<file path="src/rtl/mips_defs.sv">
// Shared MIPS core constants for the fetch stage: reset/exception addresses,
// instruction-memory window, exception codes and the fetch-address check.
// No logic state; pure constants and one combinational helper.
package mips_defs;

    localparam logic [31:0] RESET_PC   = 32'h0000_3000;
    localparam logic [31:0] EXC_VECTOR = 32'h0000_4180;
    localparam logic [31:0] IM_LO      = 32'h0000_3000;
    localparam logic [31:0] IM_HI      = 32'h0000_6FFF;
    localparam logic [31:0] NOP        = 32'h0000_0000;

    // CP0 ExcCode values used by the fetch stage.
    localparam logic [4:0]  EXC_ADEL   = 5'd4;

    // A fetch is bad when it is misaligned or falls outside the IM window.
    function automatic logic fetch_addr_bad(input logic [31:0] addr);
        return (addr[1:0] != 2'b00) || (addr < IM_LO) || (addr > IM_HI);
    endfunction

endpackage

</file>
<file path="src/rtl/fetch_pc_if.sv">
// Fetch-stage bundle: D-stage redirect controls, IM read port and IF/ID outputs.
// slave = fetch_pc's view; master = the surrounding pipeline (or a testbench).
// No handshake; stall is the only hold control, flush comes from exc/eret.
interface fetch_pc_if;
    import mips_defs::*;

    logic        stall;
    logic        br_valid;
    logic [31:0] br_target;
    logic        exc_req;
    logic        eret_req;
    logic [31:0] epc;
    logic [31:0] im_rdata;

    logic [31:0] pc_F;
    logic [31:0] Instr_D;
    logic [31:0] PC_D;
    logic [31:0] PC4_D;
    logic        valid_D;
    logic        adel_D;

    modport slave (
        input  stall, br_valid, br_target, exc_req, eret_req, epc, im_rdata,
        output pc_F, Instr_D, PC_D, PC4_D, valid_D, adel_D
    );

    modport master (
        output stall, br_valid, br_target, exc_req, eret_req, epc, im_rdata,
        input  pc_F, Instr_D, PC_D, PC4_D, valid_D, adel_D
    );
endinterface

</file>
<file path="src/rtl/fetch_pc_if_id_reg.sv">
// IF/ID pipeline register with load, hold and flush controls.
// Latency: one cycle from load/flush to outputs; all outputs registered.
// Backpressure: load=0 and flush=0 holds every field (hazard-unit stall).
module if_id_reg
    import mips_defs::*;
(
    input  logic        clk,
    input  logic        reset,      // synchronous, active-low
    input  logic        load,
    input  logic        flush,      // wins over load
    input  logic [31:0] pc,
    input  logic [31:0] pc4,
    input  logic [31:0] instr,
    input  logic        adel,
    output logic [31:0] instr_d,
    output logic [31:0] pc_d,
    output logic [31:0] pc4_d,
    output logic        valid_d,
    output logic        adel_d
);

    always_ff @(posedge clk) begin
        if (!reset) begin
            instr_d <= NOP;
            pc_d    <= 32'h0;
            pc4_d   <= 32'h0;
            valid_d <= 1'b0;
            adel_d  <= 1'b0;
        end else if (flush) begin
            // Bubble keeps the PC of the squashed fetch for debug/EPC tracing.
            instr_d <= NOP;
            pc_d    <= pc;
            pc4_d   <= pc4;
            valid_d <= 1'b0;
            adel_d  <= 1'b0;
        end else if (load) begin
            instr_d <= instr;
            pc_d    <= pc;
            pc4_d   <= pc4;
            valid_d <= 1'b1;
            adel_d  <= adel;
        end
    end

endmodule

</file>
<file path="src/rtl/fetch_pc.sv">
// Fetch PC register, next-PC priority mux, fetch address check, IF/ID register.
// Latency: redirect at edge N shows on pc_F after N; its instruction in D after N+1.
// Backpressure: stall freezes PC and IF/ID unless an exception or reset intervenes.
// Ports: clk, reset (sync active-low), bus (fetch_pc_if.slave).
module fetch_pc
    import mips_defs::*;
(
    input  logic          clk,
    input  logic          reset,
    fetch_pc_if.slave     bus
);

    logic [31:0] pc_q;
    logic [31:0] pc_nxt;
    logic [31:0] pc_plus4;
    logic        bad;
    logic        ifid_load;
    logic        ifid_flush;

    assign pc_plus4 = pc_q + 32'd4;   // wraps modulo 2^32
    assign bad      = fetch_addr_bad(pc_q);

    // Priority: exc > eret (only when not stalled) > stall > branch > sequential.
    always_comb begin
        pc_nxt     = pc_q;
        ifid_load  = 1'b0;
        ifid_flush = 1'b0;
        if (bus.exc_req) begin
            pc_nxt     = EXC_VECTOR;
            ifid_flush = 1'b1;
        end else if (bus.eret_req && !bus.stall) begin
            // eret has no delay slot, so the fetch in flight is squashed.
            pc_nxt     = bus.epc;
            ifid_flush = 1'b1;
        end else if (bus.stall) begin
            pc_nxt     = pc_q;
        end else if (bus.br_valid) begin
            // Delay slot currently at pc_F still loads into IF/ID.
            pc_nxt     = bus.br_target;
            ifid_load  = 1'b1;
        end else begin
            pc_nxt     = pc_plus4;
            ifid_load  = 1'b1;
        end
    end

    always_ff @(posedge clk) begin
        if (!reset) begin
            pc_q <= RESET_PC;
        end else begin
            pc_q <= pc_nxt;
        end
    end

    // Bad fetches keep sequencing; they are tagged and carry a NOP instead.
    if_id_reg u_if_id_reg (
        .clk     (clk),
        .reset   (reset),
        .load    (ifid_load),
        .flush   (ifid_flush),
        .pc      (pc_q),
        .pc4     (pc_plus4),
        .instr   (bad ? NOP : bus.im_rdata),
        .adel    (bad),
        .instr_d (bus.Instr_D),
        .pc_d    (bus.PC_D),
        .pc4_d   (bus.PC4_D),
        .valid_d (bus.valid_D),
        .adel_d  (bus.adel_D)
    );

    assign bus.pc_F = pc_q;

endmodule

</file>
<file path="src/flat_wrapper.sv">
// flat-port wrapper written by rule: the top's interface ports become plain ports
module fetch_pc_flat import mips_defs::*;
  (clk, reset, bus_stall, bus_br_valid, bus_br_target, bus_exc_req, bus_eret_req, bus_epc, bus_im_rdata, bus_pc_F, bus_Instr_D, bus_PC_D, bus_PC4_D, bus_valid_D, bus_adel_D);
  fetch_pc_if bus_i ();
  input  logic clk;
  input  logic reset;
  input wire logic [$bits(bus_i.stall)-1:0] bus_stall;
  input wire logic [$bits(bus_i.br_valid)-1:0] bus_br_valid;
  input wire logic [$bits(bus_i.br_target)-1:0] bus_br_target;
  input wire logic [$bits(bus_i.exc_req)-1:0] bus_exc_req;
  input wire logic [$bits(bus_i.eret_req)-1:0] bus_eret_req;
  input wire logic [$bits(bus_i.epc)-1:0] bus_epc;
  input wire logic [$bits(bus_i.im_rdata)-1:0] bus_im_rdata;
  output wire logic [$bits(bus_i.pc_F)-1:0] bus_pc_F;
  output wire logic [$bits(bus_i.Instr_D)-1:0] bus_Instr_D;
  output wire logic [$bits(bus_i.PC_D)-1:0] bus_PC_D;
  output wire logic [$bits(bus_i.PC4_D)-1:0] bus_PC4_D;
  output wire logic [$bits(bus_i.valid_D)-1:0] bus_valid_D;
  output wire logic [$bits(bus_i.adel_D)-1:0] bus_adel_D;
  assign bus_i.stall = bus_stall;
  assign bus_i.br_valid = bus_br_valid;
  assign bus_i.br_target = bus_br_target;
  assign bus_i.exc_req = bus_exc_req;
  assign bus_i.eret_req = bus_eret_req;
  assign bus_i.epc = bus_epc;
  assign bus_i.im_rdata = bus_im_rdata;
  assign bus_pc_F = bus_i.pc_F;
  assign bus_Instr_D = bus_i.Instr_D;
  assign bus_PC_D = bus_i.PC_D;
  assign bus_PC4_D = bus_i.PC4_D;
  assign bus_valid_D = bus_i.valid_D;
  assign bus_adel_D = bus_i.adel_D;
  fetch_pc u_core (.clk(clk), .reset(reset), .bus(bus_i));
endmodule
</file>
<file path="config.mk">
export PLATFORM = sky130hd
export DESIGN_NAME = fetch_pc_flat
export DESIGN_NICKNAME = d
export VERILOG_FILES = /design/src/rtl/mips_defs.sv /design/src/rtl/fetch_pc_if.sv /design/src/rtl/fetch_pc_if_id_reg.sv /design/src/rtl/fetch_pc.sv /design/src/flat_wrapper.sv
export SDC_FILE = /design/constraint.sdc
export NUM_CORES = 1
export LEC_CHECK = 0
export ABC_CLOCK_PERIOD_IN_PS = 2500
export CORE_ASPECT_RATIO = 2
export CORE_MARGIN = 5
export CORE_UTILIZATION = 44
export CTS_CLUSTER_SIZE = 10
export DETAILED_ROUTE_END_ITERATION = 16
export DONT_BUFFER_PORTS = 1
export PLACE_DENSITY = 0.66
export SYNTH_ARGS = -nofsm -noshare
export SYNTH_HDL_FRONTEND = slang
export SYNTH_HIERARCHICAL = 1
export SYNTH_SLANG_ARGS = --single-unit
</file>
<file path="constraint.sdc">
create_clock -name clk -period 2.5 [get_ports clk]
set_input_delay 0.5 -clock clk [delete_from_list [all_inputs] [get_ports clk]]
set_output_delay 0.5 -clock clk [all_outputs]
set_load 0.02 [all_outputs]
</file>
==> summary.md <==
| Metric | Value |
|---|---|
| Status | `finished clean` |
| CP startpoint kind | `register` |
| Rows | `63` |
| #FFs+latches synth | `130` |
| Final setup margin | `0.3597 ns` |
| Largest net degree at the start of global routing | `138` |
| Clk_skew | `0.01168 ns` |
| Drt via density | `6.058` |
| Die height | `184.1 um` |
| Final Routed Wirelength | `21510 um` |
| Max Clk Rate | `467.2 MHz` |
| Rel. slew slack | `0.2837` |
| Worst-path clk slew | `0.06 ns` |
| Post-synth EDFFs | `0` |
| PortBufs | `0` |
| PD cells | `686.1 nW/um2` |
| Register area share after synthesis | `0.3904` |
| Clk_lat worst skew | `0.42 ns` |
| Syn_nets | `871` |
| CTS tree | `done` |
| Leakage power | `2.618 nW` |
| WP data required | `2.77 ns` |
| Worst Tran Pin Value | `1.074 ns` |
| Worst Hold Depth | `1` |
| Post-CTS Resized | `0` |
| ANT cells | `0` |
| Worst-path cell chain | `ha_1, nand3_1, nor2_1, nand2_1, xor2_1, inv_1, o211ai_1, o21ai_1` |
| Slowest CP cell | `dfxtp_1` |
| Die area | `17860 um2` |
| Ys flop type | `dfxtp_1` |
| H-tree depth | `4` |
| Post-CTS Setup Inserts | `0` |
| Core Region | `14900 um2` |
| 1st-pass router iterations | `6` |
| Distinct cell type count after synthesis | `61` |
| Metal-1 WL | `7063 um` |
| Largest cells by area after synthesis | `dfxtp_1 (39%), o211ai_1 (7.2%), o21ai_2 (6.6%), mux2i_1 (5.6%), nand2_1 (5.5%)` |
| Maxcap violations | `0` |
| HP Class | `primary input to register` |
| Yosys warning count | `6` |
| GRT overflow | `0` |
| CP Capture Type | `register` |
| Top routing layer used | `met4` |
| Setup WS pre-CTS | `0.3212 ns` |
| DRT iter0 DRCs | `496` |
| Metal3 WL | `2221 um` |
| Fraction of registers with async set/reset | `0` |
| Drt wl/cell | `22.52 um` |
| Die X | `97.04 um` |
| Synth Cell Area | `6666 um2` |
| Worst r2r src | `u_core/bus.pc_F[2]$_SDFFE_PP0P_` |
| Hold_buf cts | `0` |
| Final setup vio count | `0` |
| Max incr delay on CP | `0.45 ns` |
| VDD IR-drop max | `0.4701 mV` |
| Drc violations | `0` |
| Arr. time, crit path | `2.41 ns` |
| Post-DP HPWL | `15610 um` |
| Hold Path Origin | `reset` |
| R2R depth | `8` |
| Fillers | `1382` |
| Global Route Usage Sum | `0.2315` |
| # nets final | `851` |
| Antenna violations before repair | `0` |
| Area grow syn2layout | `10.32%` |
| First-pass GRT wire length | `32640 um` |
| Synth area leader | `dfxtp_1` |
| Crit share post-route | `0.8561` |
| Num CTS Buffers | `17` |
| Period minus WS final | `2.140 ns` |
| Worst reg2reg path endpoint | `u_core/u_if_id_reg/pc4_d[10]$_SDFFE_PN0P_` |
| Root Driver | `clkbuf_16` |
| Share of layout cells above drive strength 1 | `0.1776` |
| Clock sink count | `130` |
| Routed vias | `5785` |
| Max-slew violation count | `0` |
| Mean Syn Cell Area | `8.680 um2` |
| Final ANT Viol Nets | `0` |
| Hold EP | `u_core/bus.pc_F[12]$_SDFFE_PN1P_` |
| Area fraction of the dominant cell type after synthesis | `0.3904` |
| R2r setup slk | `0.36 ns` |
| Final Wtd Congestion | `0.9108` |
| DR WL met2 | `11260 um` |
| Hold Fails Final Rpt | `0` |
| Crit Path Max Fanout | `6` |
| Initial core utilization | `0.4475` |
| I/O pins | `232` |
| Crit path kind | `register to register` |
| Sum of negative setup slack | `0 ns` |
| Vias in the first global route | `5894` |
| RSZ-0062 raised after global routing | `false` |
| Max clock buf depth | `2` |
| Post-Syn Instances | `768` |
-- worst max path at each step --
stage | from | cells after the start | slack (ns) | end
after floorplan | bus_eret_req | 7 | 0.56 | u_core/u_if_id_reg/adel_d$_SDFFE_PP0P_
final | u_core/bus.pc_F[2]$_SDFFE_PP0P_ | 8 | 0.36 | u_core/u_if_id_reg/pc4_d[10]$_SDFFE_PN0P_
after CTS | u_core/bus.pc_F[23]$_SDFFE_PP0P_ | 6 | 0.39 | u_core/u_if_id_reg/pc4_d[30]$_SDFFE_PN0P_
after detailed placement | bus_eret_req | 3 | 0.32 | u_core/u_if_id_reg/pc4_d[1]$_SDFFE_PN0P_
after global routing | u_core/bus.pc_F[23]$_SDFFE_PP0P_ | 7 | 0.28 | u_core/u_if_id_reg/pc4_d[25]$_SDFFE_PN0P_
after global placement | bus_eret_req | 3 | 0.42 | u_core/u_if_id_reg/pc4_d[0]$_SDFFE_PN0P_
-- cells in the mapped netlist (5+ instances only) --
cell type and count:
o211ai_1 64, a41o_1 8, buf_6 10, mux2i_1 37
dfxtp_1 130, nor3_1 10, buf_2 8, clkbuf_1 47
a21oi_1 16, a221oi_1 5, nor2_1 52, o21ai_0 32
nand4_1 5, o21ai_2 50, nand2_1 97, and3_1 8
xnor2_1 18, and2_1 33, o22ai_1 6, nor4_1 7
a22oi_1 13, nand3_1 19, xor2_1 10, o21ai_1 10
inv_1 13
-- worst max-delay path, delay by kind of cell, from the launching register on --
| kind | cells | cell delay, ns |
|---|---|---|
| AND/OR/NAND/NOR | 3 | 0.82 |
| flip-flops | 1 | 0.45 |
| adder cells (fa/ha/maj) | 1 | 0.25 |
| XOR/XNOR | 1 | 0.22 |
| AO/OA/AOI/OAI | 2 | 0.18 |
| buffers and inverters | 1 | 0.08 |
-- layer usage --
layer,global-route usage,up-vias
met1,0.2185,2720
met4,0.1288,0
met3,0.09001,52
met2,0.4239,294
met5,0,-
li1,-,2719
-- area by class of cell --
class	instances	area (um2)	share of cell area
clock buffers	18	429.2	0.05835
multi-input cells	553	3657	0.4973
inverters	14	52.55	0.007145
clock inverters	13	116.4	0.01582
repair buffers	32	252.7	0.03437
flip-flops and latches	130	2603	0.3539
well taps	195	244.0	0.03317
-- registers in the layout, summed over array words and instances, names as in the netlist, named ones only --
register,count
u_core/bus.pc_F,30
u_core/u_if_id_reg/adel_d,1
u_core/u_if_id_reg/instr_d,32
u_core/u_if_id_reg/pc4_d,32
u_core/u_if_id_reg/pc_d,32
u_core/u_if_id_reg/valid_d,1
-- where the power goes --
part           internal [mW]  total [mW]  switching, mW
Sequential              2.13        2.25          0.121
Combinational          0.171       0.475          0.304
Clock                   1.36        2.32          0.961
-- cells in the final DEF, fill, tap and decap left out, types with 5 or more instances in the layout --
master | Yosys | layout
a21oi_1 | 16 | 16
a221oi_1 | 5 | 5
a22oi_1 | 13 | 13
a41o_1 | 8 | 8
and2_1 | 33 | 33
and3_1 | 8 | 8
buf_4 | 4 | 31
clkbuf_16 | 0 | 17
clkinvlp_4 | 0 | 6
dfxtp_1 | 130 | 130
inv_1 | 13 | 13
mux2i_1 | 37 | 37
nand2_1 | 97 | 97
nand3_1 | 19 | 19
nand4_1 | 5 | 5
nor2_1 | 52 | 52
nor3_1 | 10 | 8
nor3_2 | 3 | 5
nor4_1 | 7 | 7
o211ai_1 | 64 | 64
o21ai_0 | 32 | 32
o21ai_1 | 10 | 10
o21ai_2 | 50 | 50
o22ai_1 | 6 | 6
xnor2_1 | 18 | 18
xor2_1 | 10 | 10
-- cells by family (layout without fill, tap and decap cells) --
kind of cell / count (synthesis) / in the layout / synth area share
simple gates: 256 / 256 / 0.1948
mux: 38 / 38 / 0.05725
compound gates: 229 / 229 / 0.2536
fa+ha+maj: 1 / 1 / 0.001877
xor+xnor: 29 / 29 / 0.03923
buf+inv: 85 / 77 / 0.06288
flops: 130 / 130 / 0.3904
-- per-stage QoR --
stage	instance area [um2]	util	power, mW	hold slack, ns	std cells
2_1_floorplan	6666	-	2.679	0.5052	768
3_3_place_gp	6809	0.4570	2.754	0.5341	924
3_5_place_dp	6809	0.4570	2.770	0.5467	924
4_1_cts	7355	0.4937	5.084	0.1812	955
5_1_grt	7355	0.4937	5.218	0.1718	955
6_report	7355	0.4937	5.046	0.1978	955
(Power assumes the default switching activity.)
